`src/rtl/wb_mac_bridge.sv`:
```
`default_nettype none
// ============================================================================
//  Module   : wb_mac_bridge
//  Purpose  : Wishbone classic slave that exposes operand/control registers
//             for an attached arithmetic unit, issues a one-cycle launch
//             strobe, captures the unit's result on its valid strobe and
//             guards the wait with a timeout watchdog. Sticky status bits
//             drive a level interrupt.
//  Revision : 1.0 - initial release
// ----------------------------------------------------------------------------
//  Ports
//    wb_clk_i, wb_rst_ni       clock, synchronous active-low reset
//    wbs_stb_i/cyc_i/we_i      Wishbone classic strobes
//    wbs_sel_i[3:0]            byte enables
//    wbs_adr_i[31:0]           byte address (bits [31:8] decoded)
//    wbs_dat_i[31:0]           write data
//    wbs_ack_o, wbs_dat_o      acknowledge, registered read data
//    op_a_o, op_b_o, op_c_o    operands latched at launch
//    op_rnd_o[1:0]             rounding mode latched at launch
//    op_valid_o                one-cycle launch strobe
//    res_valid_i, res_data_i   result strobe and data from the unit
//    irq_o                     level interrupt, DONE & IRQ_EN (registered)
// ============================================================================
module wb_mac_bridge #(
  parameter logic [31:0] BASE_ADDR = 32'h3000_0000,
  parameter int unsigned TIMEOUT   = 1024
) (
  input  logic        wb_clk_i,
  input  logic        wb_rst_ni,
  input  logic        wbs_stb_i,
  input  logic        wbs_cyc_i,
  input  logic        wbs_we_i,
  input  logic [3:0]  wbs_sel_i,
  input  logic [31:0] wbs_adr_i,
  input  logic [31:0] wbs_dat_i,
  output logic        wbs_ack_o,
  output logic [31:0] wbs_dat_o,
  output logic [15:0] op_a_o,
  output logic [15:0] op_b_o,
  output logic [31:0] op_c_o,
  output logic [1:0]  op_rnd_o,
  output logic        op_valid_o,
  input  logic        res_valid_i,
  input  logic [31:0] res_data_i,
  output logic        irq_o
);

  typedef enum logic [1:0] {
    ST_IDLE   = 2'd0,
    ST_LAUNCH = 2'd1,
    ST_WAIT   = 2'd2
  } state_e;

  localparam logic [15:0] CNT_LAST  = 16'(TIMEOUT - 1);
  localparam logic [7:0]  ADR_OPA   = 8'h00;
  localparam logic [7:0]  ADR_OPB   = 8'h04;
  localparam logic [7:0]  ADR_OPC   = 8'h08;
  localparam logic [7:0]  ADR_CTRL  = 8'h0C;
  localparam logic [7:0]  ADR_STAT  = 8'h10;
  localparam logic [7:0]  ADR_RES   = 8'h14;
  localparam logic [7:0]  ADR_CYC   = 8'h18;

  state_e      state_q, state_d;
  logic        ack_q;
  logic [31:0] dat_q;
  logic [15:0] opa_q, opb_q;
  logic [31:0] opc_q;
  logic [1:0]  rnd_q;
  logic        irq_en_q;
  logic        done_q, tout_q, ovr_q;
  logic [31:0] result_q;
  logic [15:0] cycles_q;
  logic [15:0] cnt_q;
  logic [15:0] op_a_q, op_b_q;
  logic [31:0] op_c_q;
  logic [1:0]  op_rnd_q;
  logic        irq_q;

  logic [7:0]  w_off;
  logic        w_hit, w_req, w_wr, w_rd, w_busy;
  logic        w_ctrl_wr, w_start, w_launch, w_overrun;
  logic        w_w1c, w_capture, w_timeout;
  logic [31:0] w_rdata;

  assign w_off  = wbs_adr_i[7:0];
  assign w_hit  = (wbs_adr_i[31:8] == BASE_ADDR[31:8]);
  // A request is accepted only when no ack is pending, so a held strobe
  // yields one ack every other cycle. Writes commit on the same edge that
  // raises the ack.
  assign w_req  = wbs_stb_i & wbs_cyc_i & w_hit & ~ack_q;
  assign w_wr   = w_req & wbs_we_i;
  assign w_rd   = w_req & ~wbs_we_i;
  assign w_busy = (state_q != ST_IDLE);

  assign w_ctrl_wr = w_wr & (w_off == ADR_CTRL) & wbs_sel_i[0];
  assign w_start   = w_ctrl_wr & wbs_dat_i[0];
  assign w_launch  = w_start & ~w_busy;
  assign w_overrun = w_start & w_busy;
  assign w_w1c     = w_wr & (w_off == ADR_STAT) & wbs_sel_i[0];

  // Result strobe wins over the watchdog when both land in the same cycle.
  assign w_capture = (state_q == ST_WAIT) & res_valid_i;
  assign w_timeout = (state_q == ST_WAIT) & ~res_valid_i & (cnt_q == CNT_LAST);

  always_comb begin
    w_rdata = 32'h0;
    case (w_off)
      ADR_OPA:  w_rdata = {16'h0, opa_q};
      ADR_OPB:  w_rdata = {16'h0, opb_q};
      ADR_OPC:  w_rdata = opc_q;
      ADR_CTRL: w_rdata = {28'h0, irq_en_q, rnd_q, 1'b0};
      ADR_STAT: w_rdata = {28'h0, ovr_q, tout_q, done_q, w_busy};
      ADR_RES:  w_rdata = result_q;
      ADR_CYC:  w_rdata = {16'h0, cycles_q};
      default:  w_rdata = 32'h0;
    endcase
  end

  always_comb begin
    state_d = state_q;
    case (state_q)
      ST_IDLE:   if (w_launch) state_d = ST_LAUNCH;
      ST_LAUNCH: state_d = ST_WAIT;
      ST_WAIT:   if (w_capture || w_timeout) state_d = ST_IDLE;
      default:   state_d = ST_IDLE;
    endcase
  end

  always_ff @(posedge wb_clk_i) begin
    if (!wb_rst_ni) state_q <= ST_IDLE;
    else            state_q <= state_d;
  end

  always_ff @(posedge wb_clk_i) begin
    if (!wb_rst_ni) begin
      ack_q    <= 1'b0;
      dat_q    <= 32'h0;
      opa_q    <= 16'h0;
      opb_q    <= 16'h0;
      opc_q    <= 32'h0;
      rnd_q    <= 2'b00;
      irq_en_q <= 1'b0;
      done_q   <= 1'b0;
      tout_q   <= 1'b0;
      ovr_q    <= 1'b0;
      result_q <= 32'h0;
      cycles_q <= 16'h0;
      cnt_q    <= 16'h0;
      op_a_q   <= 16'h0;
      op_b_q   <= 16'h0;
      op_c_q   <= 32'h0;
      op_rnd_q <= 2'b00;
      irq_q    <= 1'b0;
    end else begin
      ack_q <= w_req;
      dat_q <= w_rd ? w_rdata : 32'h0;

      if (w_wr && (w_off == ADR_OPA)) begin
        if (wbs_sel_i[0]) opa_q[7:0]  <= wbs_dat_i[7:0];
        if (wbs_sel_i[1]) opa_q[15:8] <= wbs_dat_i[15:8];
      end
      if (w_wr && (w_off == ADR_OPB)) begin
        if (wbs_sel_i[0]) opb_q[7:0]  <= wbs_dat_i[7:0];
        if (wbs_sel_i[1]) opb_q[15:8] <= wbs_dat_i[15:8];
      end
      if (w_wr && (w_off == ADR_OPC)) begin
        for (int i = 0; i < 4; i++) begin
          if (wbs_sel_i[i]) opc_q[8*i +: 8] <= wbs_dat_i[8*i +: 8];
        end
      end
      if (w_ctrl_wr) begin
        rnd_q    <= wbs_dat_i[2:1];
        irq_en_q <= wbs_dat_i[3];
      end

      // The rounding mode is taken from the launching write itself so that
      // firmware can set RND and START with a single CTRL store.
      if (w_launch) begin
        op_a_q   <= opa_q;
        op_b_q   <= opb_q;
        op_c_q   <= opc_q;
        op_rnd_q <= wbs_dat_i[2:1];
        cnt_q    <= 16'h0;
      end else if (state_q == ST_WAIT) begin
        cnt_q <= cnt_q + 16'd1;
      end

      if (w_capture) begin
        result_q <= res_data_i;
        cycles_q <= cnt_q + 16'd1;
      end

      // Set conditions take precedence over write-1-to-clear.
      if (w_capture)                       done_q <= 1'b1;
      else if (w_launch)                   done_q <= 1'b0;
      else if (w_w1c && wbs_dat_i[1])      done_q <= 1'b0;

      if (w_timeout)                       tout_q <= 1'b1;
      else if (w_launch)                   tout_q <= 1'b0;
      else if (w_w1c && wbs_dat_i[2])      tout_q <= 1'b0;

      if (w_overrun)                       ovr_q  <= 1'b1;
      else if (w_w1c && wbs_dat_i[3])      ovr_q  <= 1'b0;

      irq_q <= done_q & irq_en_q;
    end
  end

  assign wbs_ack_o  = ack_q;
  assign wbs_dat_o  = dat_q;
  assign op_a_o     = op_a_q;
  assign op_b_o     = op_b_q;
  assign op_c_o     = op_c_q;
  assign op_rnd_o   = op_rnd_q;
  assign op_valid_o = (state_q == ST_LAUNCH);
  assign irq_o      = irq_q;

endmodule
`default_nettype wire

```
`config.mk`:
```
export PLATFORM = sky130hd
export DESIGN_NAME = wb_mac_bridge
export DESIGN_NICKNAME = d
export VERILOG_FILES = /design/src/rtl/wb_mac_bridge.sv
export SDC_FILE = /design/constraint.sdc
export NUM_CORES = 1
export LEC_CHECK = 0
export CORE_UTILIZATION = 30
export CTS_CLUSTER_DIAMETER = 200
export DETAILED_ROUTE_END_ITERATION = 16
export PLACE_DENSITY = 0.57
export SYNTH_ARGS = -nofsm -noshare
export SYNTH_HDL_FRONTEND = slang
export SYNTH_SLANG_ARGS = --single-unit
```
`constraint.sdc`:
```
create_clock -name wb_clk_i -period 2.7 [get_ports wb_clk_i]
set_input_delay 0.54 -clock wb_clk_i [delete_from_list [all_inputs] [get_ports wb_clk_i]]
set_output_delay 0.54 -clock wb_clk_i [all_outputs]
set_load 0.05 [all_outputs]
```
# After elaboration in Yosys (flattened, before gate mapping)
# Index checks and enable logic that the tools add are counted.
[word_totals]
regBits = 236
out_inout_bits = 101
elab_cells = 94
[classes]
add_sub_neg = 1
n_eq_ne = 12
mux = 12
bitwise = 21
n_reduce_logical = 24
[op_table]
columns = ["cell", "n"]
rows = [
  ["32-bit case mux with 7 select lines", 1],
  ["24-bit by 22-bit equality test with 1-bit output (second input constant)", 1],
  ["8-bit by 5-bit equality test with 1-bit output (second input constant)", 3],
  ["2-bit AND reduction", 10],
  ["16-bit by 1-bit adder with 16-bit output (second input constant)", 1],
  ["1-bit bitwise AND", 16],
  ["16-bit by 10-bit equality test with 1-bit output (second input constant)", 1],
  ["8-bit by 4-bit equality test with 1-bit output (second input constant)", 2],
  ["8-bit by 3-bit equality test with 1-bit output (second input constant)", 1],
  ["8-bit zero test", 1],
  ["1-bit two-way mux", 8],
  ["1-bit logical AND", 6],
  ["2-bit case mux with 3 select lines", 1],
  ["3-bit nonzero test", 2],
  ["1-bit NOT", 5],
  ["2-bit two-way mux", 2],
  ["2-bit nonzero test", 2],
  ["2-bit by 1-bit equality test with 1-bit output (second input constant)", 1],
  ["2-bit equality test (second input constant)", 1],
  ["2-bit zero test", 1],
  ["2-bit by 1-bit inequality test with 1-bit output (second input constant)", 1],
  ["2-bit inequality test (second input constant)", 1],
  ["2-bit OR reduction", 1],
  ["1-bit logical OR", 1],
]

# Logic depth before layout (Yosys ltp)
[logic_depth]
depth_word = 10
ltp_mapped = 9
depth_no_buf = 6

# Worst setup path after synthesis
# Ideal clock, no wire load.
[synth_timing]
path_kind = "input to register"
start = "in wbs_adr_i[10]"
end = "reg op_a_q[0], in the netlist op_a_o[0]"
arrival_time_ns = 2.622
slack_ns = -0.054
path_stages = 9
path_buffers = 4
cell_sequence = "or4_1 -> or3_1 -> buf_6 -> or4_1 -> clkbuf_1 -> buf_2 -> buf_6 -> nand2_1 -> a21oi_1"
[synth_via]
elab_chain_len = 8
[synth_rtl]
columns = ["item", "line", "text"]
rows = [
  ["start: declaration", "34", "input logic [31:0] wbs_adr_i,"],
  ["24-bit by 22-bit equality test with 1-bit output", "86", "assign w_hit = (wbs_adr_i[31:8] == BASE_ADDR[31:8]);"],
  ["1-bit bitwise AND (2 in series)", "90", "assign w_req = wbs_stb_i & wbs_cyc_i & w_hit & ~ack_q;"],
  ["1-bit bitwise AND", "91", "assign w_wr = w_req & wbs_we_i;"],
  ["1-bit bitwise AND (2 in series)", "95", "assign w_ctrl_wr = w_wr & (w_off == ADR_CTRL) & wbs_sel_i[0];"],
  ["1-bit bitwise AND", "96", "assign w_start = w_ctrl_wr & wbs_dat_i[0];"],
  ["1-bit bitwise AND", "97", "assign w_launch = w_start & ~w_busy;"],
  ["end signal: assignment", "179", "op_a_q <= opa_q;"],
  ["end: declaration", "74", "logic [15:0] op_a_q, op_b_q;"],
]
# Every way passes these cells.
# A chain may end at the register's enable or synchronous reset.

# Worst setup path after layout
[layout_timing]
start = "in wbs_adr_i[7]"
end = "reg op_b_q[3], in the netlist op_b_o[3]"
[layout_via]
elab_chain_len = 5
[layout_rtl]
columns = ["item", "line", "text"]
rows = [
  ["8-bit by 4-bit equality test with 1-bit output", "95", ""],
  ["1-bit bitwise AND (2 in series)", "95", ""],
  ["1-bit bitwise AND", "96", ""],
  ["1-bit bitwise AND", "97", ""],
  ["end signal: assignment", "180", "op_b_q <= opb_q;"],
  ["end: declaration", "74", ""],
]
# Every way passes these cells.

==> impl_metrics.py <==
metrics = {
    "timing": {
        "tightest_slew_ns": 0.746,
        "worst_slack_ns": 0.117,
        "setup_viol": 0,
        "fin_worst_skew_ns": 0.0137,
        "period_share_pct": 95.7,
        "final_max_slew_viol_count": 0,
        "fmax_ghz": 0.387,
        "hold_viol": 0,
        "period_needed_ns": 2.58,
        "relSlewSlack_pct": 49.8,
        "whs_ns": 0.449,
        "rsz0062_at_grt": "no",
    },
    "clock_network": {
        "h-tree-depth": 1,
        "clock-root-buffer": "clkbuf_16",
        "cts_buffers": 27,
        "clk_path_buf_depth": 3,
        "path_clk_slew_ns": 0.06,
        "clock_latency_ns": 0.53,
        "cts_tree": "done",
        "clock_sinks": 236,
    },
    "critical_path": {
        "crit_path_max_fanout": 7,
        "required_ns": 3.16,
        "end_kind": "flip-flop",
        "crit_type": "in -> reg",
        "worstPathArrival_ns": 3.05,
        "startpoint_type": "input port",
    },
    "pwr": {
        "power.density_mw_per_mm2": 557,
        "intPower_mw": 5.92,
        "seq_power_share_pct": 46.4,
        "power_frac_clock_pct": 49.6,
        "ir_drop_v": 0.000435,
        "p_switching_mw": 1.59,
        "leakage_nw": 4.52,
        "p_comb_share_pct": 4.0,
        "p_sw_share_pct": 21.2,
    },
    "final_layout": {
        "fin_cells": 1721,
        "design_area_mm2": 0.0135,
        "drive_gt1_share_pct": 12.3,
        "area_delta_synth_final_pct": 45.1,
        "fillers": 3070,
        "diodes": 0,
        "postLayoutCoreUtil_pct": 44.2,
        "nNetsFinal": 1412,
    },
    "worst_hold_path": {
        "hp-class": "reg -> reg",
    },
    "synthesis": {
        "synth_top_area_share_pct": 50.8,
        "synth_edf_count": 0,
        "syn_avg_cell_area_um2": 8.73,
        "ys_types": 49,
        "synthesis.nets": 1172,
        "synth_area_leaders": "dfxtp_1 51%, nand2_1 9.3%, mux2i_1 7.5%",
        "netlist_top_cells_count": "236 x dfxtp_1, 231 x nand2_1, 122 x nor2_1",
        "yosys_warnings": 0,
        "netlist_area_mm2": 0.00930,
        "synthFlopType": "dfxtp_1",
        "synth.largest_area_cell": "dfxtp_1",
        "synthArstFlopShare_pct": 0,
        "ys_seq_area_share_pct": 50.8,
        "yosysMostFrequentCell": "dfxtp_1",
        "synth_cells": 1065,
        "synth_seq_cells": 236,
    },
    "grt": {
        "met2_usage_pct": 29.9,
        "busiest_layer": "met2",
        "first_global_vias": 7986,
        "met3_usage_pct": 2.39,
        "track_usage_pct": 19.1,
        "grt_pass1_wl_um": 46500,
        "grtUsageMet1_pct": 27.7,
        "grt_max_degree": 94,
        "grt_overflow": 0,
        "antenna_found_initial": 0,
    },
    "placement": {
        "gp_congestion": 0.850,
        "place_ws_ns": -0.606,
        "dp_hpwl_um": 21500,
        "portBuffers": 206,
        "dp_cells": 1664,
        "placed_area_mm2": 0.0123,
    },
    "die": {
        "start_util_pct": 30.5,
        "die_area_mm2": 0.0317,
        "fp.coreArea_mm2": 0.0305,
        "num_rows": 64,
        "io_pins": 207,
        "die_w_um": 178,
        "dieHeight_um": 178,
    },
    "routing": {
        "vias": 8517,
        "remaining_drc_errors": 2,
        "route.detailed.wl_per_inst_um": 18.1,
        "routed_via_density": 4.95,
        "wirelength_um": 31200,
        "drtIter0Drc": 712,
        "first_pass_iters": 14,
        "ant_nets": 0,
    },
    "status": {
        "violations": "DRC",
        "status": "finished with violations",
    },
    "job": {
        "maxCapViolCount": 0,
    },
}
==> per-layer routing <==
metal / wire (um) / vias up
met1: 14700 / 4042
met2: 14100 / 275
li1: - / 4162
met5: 0 / -
met3: 1800 / 38
met4: 531 / 0
==> kinds of logic (layout without fill, tap and decap cells) <==
group,count (synthesis),count (layout),synth area share [%]
flip-flops,236,236,50.8
multiplexers,76,76,8.26
adder cells (fa/ha/maj),1,1,0.135
buffers and inverters,77,337,3.70
XOR/XNOR,20,20,1.88
AND/OR/NAND/NOR,443,443,21.7
AO/OA/AOI/OAI,212,212,13.5
==> critical path: stages <==
cell and delay, ns:
clkdlybuf4s50_1 0.42, or4_4 0.43, or4_4 0.57, buf_6 0.14, nor4_4 0.25, buf_6 0.17
buf_12 0.16, clkbuf_16 0.16, nand2_1 0.06, a21oi_1 0.14
==> cells in the final DEF, fill, tap and decap left out, drive strengths merged, types with 4 or more instances in the layout <==
cell,count
a211oi,5
clkbuf,38
nand2b,4
a21oi,121
bufinv,4
and3,6
nor4bb,4
dlymetal6s2s,4
a22oi,42
clkinv,8
buf,73
a222oi,4
mux2i,70
mux2,6
nand4,8
nand3,12
and2,4
a31oi,10
nor3,10
nand2,232
inv,4
o21ai,15
nor2b,4
xor2,6
or4,7
dfxtp,236
clkdlybuf4s50,202
or3,7
nor2,122
xnor2,14
nor4,19
==> registers in the layout (all words and copies together) (netlist names), 16 cells and up <==
name       flops
opa_q         16
wbs_dat_o     32
opc_q         32
opb_q         16
op_a_o        16
result_q      32
op_b_o        16
cnt_q         16
op_c_o        32
cycles_q      16
==> final cells by class <==
cell class	count	area, um2	share of cell area [%]
Clock buffer	34	722	5.35
Clock inverter	15	183	1.35
Inverter	4	17.5	0.130
Multi-Input combinational cell	752	4310	31.9
Sequential cell	236	4720	35.0
Tap cell	396	495	3.67
Timing Repair Buffer	284	3040	22.5
==> path summary, 6_finish.rpt <==
path / end / cells past startpoint / from / slack [ns]
hold / removal: op_a_o[1] / 2 / op_a_o[1] / 0.45
setup reg to reg: op_b_o[3] / 9 / state_q[1] / 0.42
setup / recovery: op_b_o[3] / 10 / wbs_adr_i[7] / 0.12
hold reg to reg: op_a_o[1] / 2 / op_a_o[1] / 0.45
==> power groups by stage <==
stage	logic (mW)	clock network [mW]	registers, mW
CTS	0.302	3.79	3.48
finish	0.304	3.73	3.48
detailed placement	0.300	0	3.56
global placement	0.301	0	3.56
floorplan	0.0737	0	3.56
global route	0.321	3.97	3.48
==> through the flow <==
step           power, mW  setup TNS [ns]
2_1_floorplan       3.63               0
3_3_place_gp        3.86          -67.53
3_5_place_dp        3.86          -70.34
4_1_cts             7.58               0
5_1_grt             7.77               0
6_report            7.51               0
==> repair_timing <==
action,CTS,global route
gates cloned,1,4
hold buffers,0,0
gates resized for setup,1,25
buffers inserted,0,3
pin swaps,0,11
endpoints found under the hold margin,0,0
endpoints found under the setup margin,10,62
(Power assumes the default switching activity.)
